$ cat src/rtl/instr_encoder_if.sv
// Request channel into the instruction encoder: one decoded operation per valid/ready transfer.
interface instr_encoder_if;
    logic        in_valid;
    logic        in_ready;
    logic [3:0]  in_op;
    logic [4:0]  in_rs;
    logic [4:0]  in_rt;
    logic [4:0]  in_rd;
    logic [25:0] in_imm;

    modport master (
        output in_valid, in_op, in_rs, in_rt, in_rd, in_imm,
        input  in_ready
    );

    modport slave (
        input  in_valid, in_op, in_rs, in_rt, in_rd, in_imm,
        output in_ready
    );
endinterface

$ cat src/rtl/instr_encoder.sv
// Packs decoded ops into 32-bit instruction words and writes them sequentially to imem.
// One register stage (accept edge -> mem_we next cycle); stalls requests while full or during start.
module instr_encoder #(
    parameter int ADDR_W = 8,
    parameter int DEPTH  = 256
) (
    input  logic                clk,
    input  logic                rst_n,
    input  logic                start,
    instr_encoder_if.slave      req,
    output logic                mem_we,
    output logic [ADDR_W-1:0]   mem_addr,
    output logic [31:0]         mem_wdata,
    output logic [ADDR_W:0]     count,
    output logic                full,
    output logic                err
);

    typedef enum logic {S_ACTIVE, S_FULL} state_t;

    localparam logic [ADDR_W:0] DEPTH_C = (ADDR_W+1)'(DEPTH);
    localparam logic [ADDR_W:0] ONE_C   = (ADDR_W+1)'(1);

    state_t              state_q, state_d;
    logic [ADDR_W:0]     count_q, count_d;
    logic                err_q, err_d;
    logic                mem_we_q, mem_we_d;
    logic [ADDR_W-1:0]   mem_addr_q, mem_addr_d;
    logic [31:0]         mem_wdata_q, mem_wdata_d;

    logic                accept;
    logic                legal;
    logic [31:0]         word;

    // Ready never looks at in_valid, so the loader can wait on it without a comb loop.
    assign req.in_ready = rst_n && !start && (state_q == S_ACTIVE);
    assign accept       = req.in_valid && req.in_ready;

    always_comb begin
        legal = 1'b1;
        word  = 32'h0;
        case (req.in_op)
            4'd0:  word = {6'b000000, req.in_rs, req.in_rt, req.in_rd, 5'b0, 6'b000001};
            4'd1:  word = {6'b000000, req.in_rs, req.in_rt, req.in_rd, 5'b0, 6'b000010};
            4'd2:  word = {6'b000000, req.in_rs, req.in_rt, req.in_rd, 5'b0, 6'b000100};
            4'd3:  word = {6'b000000, req.in_rs, req.in_rt, req.in_rd, 5'b0, 6'b001000};
            4'd4:  word = {6'b000000, req.in_rs, req.in_rt, req.in_rd, 5'b0, 6'b010000};
            4'd5:  word = {6'b000001, req.in_rs, req.in_rt, req.in_imm[15:0]};
            4'd6:  word = {6'b000010, req.in_rs, req.in_rt, req.in_imm[15:0]};
            4'd7:  word = {6'b000011, req.in_rs, req.in_rt, req.in_imm[15:0]};
            4'd8:  word = {6'b000100, req.in_rs, req.in_rt, req.in_imm[15:0]};
            4'd9:  word = {6'b000101, req.in_rs, req.in_rt, req.in_imm[15:0]};
            4'd10: word = {6'b000110, req.in_imm};
            4'd11: word = {6'b000111, req.in_rs, 21'b0};
            4'd12: word = {6'b001000, req.in_imm};
            default: legal = 1'b0;
        endcase
    end

    always_comb begin
        state_d     = state_q;
        count_d     = count_q;
        err_d       = err_q;
        mem_we_d    = 1'b0;
        mem_addr_d  = mem_addr_q;
        mem_wdata_d = mem_wdata_q;
        if (start) begin
            state_d = S_ACTIVE;
            count_d = '0;
            err_d   = 1'b0;
        end else if (accept) begin
            if (legal) begin
                mem_we_d    = 1'b1;
                mem_addr_d  = count_q[ADDR_W-1:0];
                mem_wdata_d = word;
                count_d     = count_q + ONE_C;
                if (count_d == DEPTH_C) begin
                    state_d = S_FULL;
                end
            end else begin
                // Illegal ops still complete the handshake so the loader never deadlocks.
                err_d = 1'b1;
            end
        end
    end

    always_ff @(posedge clk) begin
        if (!rst_n) begin
            state_q     <= S_ACTIVE;
            count_q     <= '0;
            err_q       <= 1'b0;
            mem_we_q    <= 1'b0;
            mem_addr_q  <= '0;
            mem_wdata_q <= '0;
        end else begin
            state_q     <= state_d;
            count_q     <= count_d;
            err_q       <= err_d;
            mem_we_q    <= mem_we_d;
            mem_addr_q  <= mem_addr_d;
            mem_wdata_q <= mem_wdata_d;
        end
    end

    assign mem_we    = mem_we_q;
    assign mem_addr  = mem_addr_q;
    assign mem_wdata = mem_wdata_q;
    assign count     = count_q;
    assign full      = (state_q == S_FULL);
    assign err       = err_q;

endmodule

$ cat src/flat_wrapper.sv
// flat-port wrapper written by rule: the top's interface ports become plain ports
module instr_encoder_flat 
#(
    parameter int ADDR_W = 8,
    parameter int DEPTH  = 256
)
  (clk, rst_n, start, mem_we, mem_addr, mem_wdata, count, full, err, req_in_valid, req_in_op, req_in_rs, req_in_rt, req_in_rd, req_in_imm, req_in_ready);
  instr_encoder_if req_i ();
  input  logic clk;
  input  logic rst_n;
  input  logic start;
  output logic mem_we;
  output logic [ADDR_W-1:0] mem_addr;
  output logic [31:0] mem_wdata;
  output logic [ADDR_W:0] count;
  output logic full;
  output logic err;
  input wire logic [$bits(req_i.in_valid)-1:0] req_in_valid;
  input wire logic [$bits(req_i.in_op)-1:0] req_in_op;
  input wire logic [$bits(req_i.in_rs)-1:0] req_in_rs;
  input wire logic [$bits(req_i.in_rt)-1:0] req_in_rt;
  input wire logic [$bits(req_i.in_rd)-1:0] req_in_rd;
  input wire logic [$bits(req_i.in_imm)-1:0] req_in_imm;
  output wire logic [$bits(req_i.in_ready)-1:0] req_in_ready;
  assign req_i.in_valid = req_in_valid;
  assign req_i.in_op = req_in_op;
  assign req_i.in_rs = req_in_rs;
  assign req_i.in_rt = req_in_rt;
  assign req_i.in_rd = req_in_rd;
  assign req_i.in_imm = req_in_imm;
  assign req_in_ready = req_i.in_ready;
  instr_encoder #(.ADDR_W(ADDR_W), .DEPTH(DEPTH)) u_core (.clk(clk), .rst_n(rst_n), .start(start), .req(req_i), .mem_we(mem_we), .mem_addr(mem_addr), .mem_wdata(mem_wdata), .count(count), .full(full), .err(err));
endmodule
$ cat config.mk
export PLATFORM = sky130hd
export DESIGN_NAME = instr_encoder_flat
export DESIGN_NICKNAME = d
export VERILOG_FILES = /design/src/rtl/instr_encoder_if.sv /design/src/rtl/instr_encoder.sv /design/src/flat_wrapper.sv
export SDC_FILE = /design/constraint.sdc
export NUM_CORES = 1
export LEC_CHECK = 0
export CAP_MARGIN = 15
export CORE_ASPECT_RATIO = 0.8
export CORE_MARGIN = 3
export CORE_UTILIZATION = 44
export CTS_BUF_LIST = sky130_fd_sc_hd__clkbuf_8
export CTS_CLUSTER_SIZE = 24
export DETAILED_ROUTE_END_ITERATION = 7
export PLACE_DENSITY = 0.95
export SKIP_LAST_GASP = 1
export SLEW_MARGIN = 25
export SYNTH_ARGS = -nofsm -noshare
export SYNTH_HDL_FRONTEND = slang
export SYNTH_SLANG_ARGS = --single-unit
$ cat constraint.sdc
create_clock -name clk -period 2.8 [get_ports clk]
set_clock_uncertainty 0.05 [all_clocks]
set_input_delay 0.28 -clock clk [delete_from_list [all_inputs] [get_ports clk]]
set_output_delay 0.28 -clock clk [all_outputs]
set_load 0.05 [all_outputs]
# == Yosys cells after proc, flatten, opt, wreduce, memory -nomap -nowiden ==
# Index checks and enable logic that the tools add are counted.
# word_totals
regBits,52
inputBits,49
out_inout_bits,53
word_cells,40
# op_classes
n_addsub,1
n_eq_ne,13
n_mux,3
bitwise,5
n_reduce_logical,12
# ops
cell,count
$pmux 30 s13,1
$eq 4x4->1 const B,5
$eq 4x3->1 const B,4
$reduce_or 13->1,1
$add 9x1->9 const B,1
$eq 9x9->1 const B,1
$eq 4x2->1 const B,2
$reduce_and 3->1,2
$not 1->1,5
$eq 4x1->1 const B,1
$logic_not 4->1,1
$reduce_and 2->1,2
$logic_and 1x1->1,3
$reduce_or 3->1,1
$mux 1,2
$reduce_or 2->1,1
$logic_not 1->1,1

# == Logic depth before layout (Yosys ltp) ==
# depth
ltp_word,6
mapped_depth,8
depth_no_buf,6

# == Least setup slack after synthesis ==
# Ideal clock, no wire load.
# synth_path
path_type,register -> register
from,"reg u_core.count_q[0], in the netlist u_core.count[0]"
to,"reg u_core.state_q, in the netlist u_core.full"
setup_ns,0.117
t_arrival_ns,1.772
required_ns,2.633
setup_slack_ns,0.861
stages_incl_launch_ff,7
path_buffers,0
period_less_slack_ns,1.939
cell_sequence,dfxtp_1 ha_1 nand3_1 nor3_1 xor2_1 and3_1 o2bb2ai_1
# synth_between
elab_chain_cells,3
# synth_rtl
element,line,source
"start, declared",instr_encoder.sv:25,"logic [ADDR_W:0] count_q, count_d;"
"start signal, assigned",instr_encoder.sv:97,count_q <= count_d;
$add 9x1->9,instr_encoder.sv:76,count_d = count_q + ONE_C;
$eq 9x9->1,instr_encoder.sv:77,if (count_d == DEPTH_C) begin
$reduce_and 3->1 (no line),-,
"end signal, assigned",instr_encoder.sv:96,state_q <= state_d;
"end, declared",instr_encoder.sv:24,"state_t state_q, state_d;"
# No other way between the ends.
# A chain may end at the register's enable or synchronous reset.

# == Worst setup path in the final report ==
# layout_path
from,in rst_n
to,out req_in_ready
# layout_between
elab_chain_cells,2
# layout_rtl
element,line,source
"start, declared",flat_wrapper.sv:10,input logic rst_n;
$logic_and 1x1->1 (2 in series),instr_encoder.sv:36,assign req.in_ready = rst_n && !start && (state_q == S_ACTIVE);
"end, declared",flat_wrapper.sv:24,output wire logic [$bits(req_i.in_ready)-1:0] req_in_ready;
# No other way between the ends.

==> impl_results.md <==
- Setup TNS: 0 ns
- Ratio of cells with drive above 1 in the final layout: 5.81%
- Post-route ant nets: 0
- DP Cell Count: 397
- Crit-path slowest cell: clkdlybuf4s50_1
- Final worst-path cycle share: 79.5%
- CTS resizes: 0
- Post-synth EDFFs: 0
- Nets: 395
- Area grow syn2layout: 46.0%
- CTS root buf: clkbuf_8
- Pins Over Slew Limit: 0
- Final WS setup: 0.574 ns
- Die height: 70.6 um
- MaxCap Viol Count: 0
- Routed WL per cell: 15.8 um
- Post-Route WL: 6.40 mm
- Post-route minimum period: 2.23 ns
- CP endpoint kind: primary output
- FF/Latch Area: 0.00100 mm^2
- Clk Latency, worst-skew pair: 0.30 ns
- Maximum vdd ir drop: 265 uV
- Compound-Gate Fraction of Synth Area: 18.1%
- Mux cell area share after synthesis: 1.91%
- CP Max Fanout: 39
- Max incr delay on CP: 0.48 ns
- Worst min path class: reg2reg
- GRT Overall Usage: 20.7%
- Endpoints failing setup: 0
- Mapped Cells: 255
- Kind of cell adding the most delay to the critical path: buffers and inverters
- Number of fill cells: 388
- Ys Warns: 0
- Synthesized flop and latch total: 50
- CP required: 2.47 ns
- Maximum root-to-sink buffer count: 2
- Die area: 0.00612 mm^2
- WP data arrival: 1.90 ns
- Netlist Area Pre-Place: 0.00229 mm^2
- CTS tree: built
- CP Class: in2out
- Xor/xnor cell area share of the yosys netlist: 4.58%
- Number of global-route vias before repair: 2049
- Relative slew slack: 52.5%
- Syn Area/Cell: 9.00 um^2
- Total CTS buffers: 5
- Clk slew on worst S/H paths: 0.09 ns
- Area of the multi-input gates: 0.00115 mm^2
- DRT iter0 DRCs: 178
- Simple-Gate Fraction of Synth Area: 23.4%
- Initial antenna violation count: 0
- CP bufs+invs: 3
- Die width: 86.7 um
- Worst Setup Start Kind: input port
- Pre-CTS setup slack: 0.415 ns
- GPL Wtd Cong: 0.833
- Post-synthesis sequential area ratio: 43.6%
- Post-CTS Setup Bufs: 0
- Synth cell types: 44
- DRC viols: 0
- Largest family of logic cells by synthesized area: simple AND/OR/NAND/NOR gates
- Hold_buf cts: 0
- FP Rows: 22
- Post-Layout Cell Count: 404
- Vias: 2157
- Port buffer count: 99
- H-tree Lvls: 2
- Vias per std cell: 5.34
- Initial core utilization: 47.6%
- Core Footprint: 0.00482 mm^2
- First-pass GRT wire length: 10.1 mm
- Pwr Density: 418 mW/mm^2
- Io pins: 102
- Status: finished, final reports clean
- Most common cell after layout, fill and taps aside: clkdlybuf4s50_1
- Most frequent cells in the layout: clkdlybuf4s50_1 (98), dfxtp_1 (50), nand2_1 (29)
- Endpoints failing hold: 0
- GRT overflow: 0
- Crit path cell chain: clkdlybuf4s50_1, buf_4, nand2b_1, nor2_1, buf_12
- Asr flop ratio synth: 0%
- Largest net degree at the start of global routing: 41
- Post-Synth Adder-Cell Area: 1.58%
- Clock sink count: 50
- Worst-margin pin slew: 0.707 ns
- Leakage: 1.14 nW
- Fmax: 449 MHz
- Pre-Repair DR Iteration Count: 4
- Post-DP HPWL: 4.54 mm
- RSZ-0062 raised after global routing: no
- # diodes: 0
- Most common flop cell mapped by yosys: dfxtp_1
synthesized netlist by cell type, types with 3 or more instances:
cell | number | area share (%)
a22oi_1 | 6 | 2.0
buf_2 | 8 | 1.7
buf_4 | 3 | 0.98
inv_1 | 3 | 0.49
o21ai_0 | 8 | 1.7
nor3_1 | 4 | 0.87
a222oi_1 | 6 | 2.6
nand3_1 | 6 | 1.3
nor2b_1 | 16 | 4.4
a221oi_1 | 11 | 4.2
nor2_1 | 27 | 4.4
a21oi_1 | 5 | 1.1
buf_6 | 4 | 2.0
nand2_1 | 29 | 4.7
nor3b_1 | 12 | 3.9
xnor2_1 | 6 | 2.3
clkbuf_1 | 7 | 1.1
xor2_1 | 6 | 2.3
dfxtp_1 | 50 | 44
a21boi_0 | 10 | 3.3
worst min-delay path, delay by kind of cell (launching register included):
| kind | cells | cell delay, ns |
|---|---|---|
| simple gates | 1 | 0.05 |
| flops | 1 | 0.32 |
| compound gates | 1 | 0.06 |
final timing paths:
kind                                   startpoint                         endpoint  slack [ns]  depth (start not counted)
hold / removal    u_core.mem_addr[6]$_SDFFE_PN0P_  u_core.mem_addr[6]$_SDFFE_PN0P_        0.42                          2
setup / recovery                            rst_n                     req_in_ready        0.57                          5
hold reg to reg   u_core.mem_addr[6]$_SDFFE_PN0P_  u_core.mem_addr[6]$_SDFFE_PN0P_        0.42                          2
setup reg to reg         u_core.full$_SDFFE_PP0P_         u_core.full$_SDFFE_PP0P_        0.79                          6
through the flow:
| step | hold WS [ns] | utilization, % | power, mW | cell area (um^2) |
|---|---|---|---|---|
| 2_1_floorplan | 0.365 | - | 0.900 | 2300 |
| 3_3_place_gp | 0.401 | 67.9 | 1.01 | 3270 |
| 3_5_place_dp | 0.406 | 67.9 | 1.01 | 3270 |
| 4_1_cts | 0.418 | 69.5 | 1.41 | 3350 |
| 5_1_grt | 0.436 | 69.5 | 1.46 | 3350 |
| 6_report | 0.416 | 69.5 | 1.40 | 3350 |
metal layers:
layer  vias to the layer above  global-route usage, %  wire length [um]
met5                         -                      0                 0
met4                         0                   4.67                55
met3                         7                   4.19               395
met2                        85                   35.7              3200
met1                       996                   26.8              2750
li1                       1069                      -                 -
sequential cells by signal (all words and copies together), names as in the netlist:
| signal | flops |
|---|---|
| u_core.full | 1 |
| u_core.mem_we | 1 |
| u_core.mem_addr | 8 |
| u_core.mem_wdata | 30 |
| u_core.count | 9 |
| u_core.err | 1 |
final cells by class:
cell class	instances	share of cell area, %
timing repair buffer	103	30.8
clock buffer	5	2.05
tap	60	2.24
clock inverter	2	0.299
inverter	4	0.523
sequential	50	29.9
multi-input combinational	180	34.2
kinds of logic (layout without fill, tap and decap cells):
logic type | Yosys count | count (layout)
compound gates | 55 | 55
xor+xnor | 12 | 12
fa+ha+maj | 3 | 3
buf+inv | 26 | 114
flops | 50 | 50
mux | 3 | 3
other cells | 1 | 2
simple gates | 105 | 105
where the power goes:
group          leakage [nW]  internal [mW]  switching (mW)
combinational         0.689          0.123           0.142
sequential            0.405          0.726         0.00838
clock                0.0438          0.168           0.231
total                  1.14           1.02           0.381
Note: power is estimated with default switching activity, not from simulation.
==> RTL edit, RTL diff (config.mk and constraints unchanged) <==
`ADDR_W` is set to 8 in 2 places; all go to 7.
--- a/src/rtl/instr_encoder.sv
+++ b/src/rtl/instr_encoder.sv
@@ -1,7 +1,7 @@
 // Packs decoded ops into 32-bit instruction words and writes them sequentially to imem.
 // One register stage (accept edge -> mem_we next cycle); stalls requests while full or during start.
 module instr_encoder #(
-    parameter int ADDR_W = 8,
+    parameter int ADDR_W = 7,
     parameter int DEPTH  = 256
 ) (
     input  logic                clk,
--- a/src/flat_wrapper.sv
+++ b/src/flat_wrapper.sv
@@ -1,7 +1,7 @@
 // flat-port wrapper written by rule: the top's interface ports become plain ports
 module instr_encoder_flat 
 #(
-    parameter int ADDR_W = 8,
+    parameter int ADDR_W = 7,
     parameter int DEPTH  = 256
 )
   (clk, rst_n, start, mem_we, mem_addr, mem_wdata, count, full, err, req_in_valid, req_in_op, req_in_rs, req_in_rt, req_in_rd, req_in_imm, req_in_ready);
Ports: changed (resized count and mem_addr); port bits go from 102 to 100. No check against the original RTL was run, so the function may have changed too.
==> RTL edit against the unedited design <==
Sequential cell count fell by 2. Wire length is 7.3% lower. Total power fell by 1.5%. Register-to-register slack gained 0.14 ns. Worst setup slack gained 0.076 ns. Synthesized area decreased by 6.1%. Final area shrank 3.6%. Final cell count decreased by 0.99%. Sequential share of layout area down 0.13 points. Critical path type unchanged. Largest power group unchanged. Highest routed layer unchanged.
==> RTL edit: results (changes against the unedited design) <==
met2 wire len 2910 um (was 3200 um); cell count after placement 392 (was 397); met2 GRT Util 36.6% (was 35.7%); met3 Use GR 5.23% (was 4.19%); Port Buffers 97 (was 99); slew margin rel. 57.2% (was 52.5%); hold slack final 0.407 ns (was 0.416 ns); CP Max Fanout 32 (was 39); largest net degree at the start of global routing 33 (was 41); r2r setup slk 0.93 ns (was 0.79 ns); Netlist cell types 39 (was 44); status complete, no violations (unchanged); met1 wire length 2570 um (was 2750 um); Hold Path End u_core.mem_wdata[9]$_SDFFE_PN0P_ (was u_core.mem_addr[6]$_SDFFE_PN0P_); top cells by count, synth dfxtp_1, nand2_1, o21ai_0 (was dfxtp_1, nand2_1, nor2_1); leak pwr 0.00113 uW (was 0.00114 uW); Worst VDD drop 0.280 mV (was 0.265 mV); layout cell share with drive strength beyond 1 5.29% (was 5.81%); Placement Cell Area 3140 sq um (was 3270 sq um); Synth area leaders dfxtp_1, nand2_1, o21ai_0, a21boi_0, nand3_1 (was dfxtp_1, nand2_1, nor2_1, nor2b_1, a221oi_1); met1 Usage GRT 24.1% (was 26.8%); Worst Path Arrival 1.82 ns (was 1.90 ns); total vias in the final route 2172 (was 2157); initial drt markers 110 (was 178); # fillers 369 (was 388); dpl hpwl 4450 um (was 4540 um); switch share 26.8% (was 27.3%); FF-to-FF path depth 5 (was 6); total track usage 20.2% (was 20.7%)
RTL edit: cell types whose count changed after synthesis, sizes merged, moves of 8 or more:
cell,unedited run,this run
o21ai,8,22
a21oi,5,13
nor2b,16,3
nand3,6,21
nor3b,12,0
nor2,28,18
RTL edit: cell families after synthesis:
kind of cell / count (synthesis) / synth area share (%)
simple gates: 93 / 21.0
buf+inv: 25 / 6.38
compound gates: 74 / 23.3
flops: 48 / 44.6
xor+xnor: 5 / 2.03
mux: 2 / 1.51
other cells: 1 / 0.174
fa+ha+maj: 2 / 1.10
RTL edit: area by class of cell:
| cell class | instances | area (sq um) | area share, % |
|---|---|---|---|
| flip-flops and latches | 48 | 961 | 29.8 |
| well taps | 60 | 75.1 | 2.32 |
| multi-input cells | 178 | 1060 | 32.9 |
| repair buffers | 101 | 1020 | 31.7 |
| clock buffers | 6 | 82.6 | 2.56 |
| inverters | 5 | 18.8 | 0.581 |
| clock inverters | 2 | 7.51 | 0.232 |
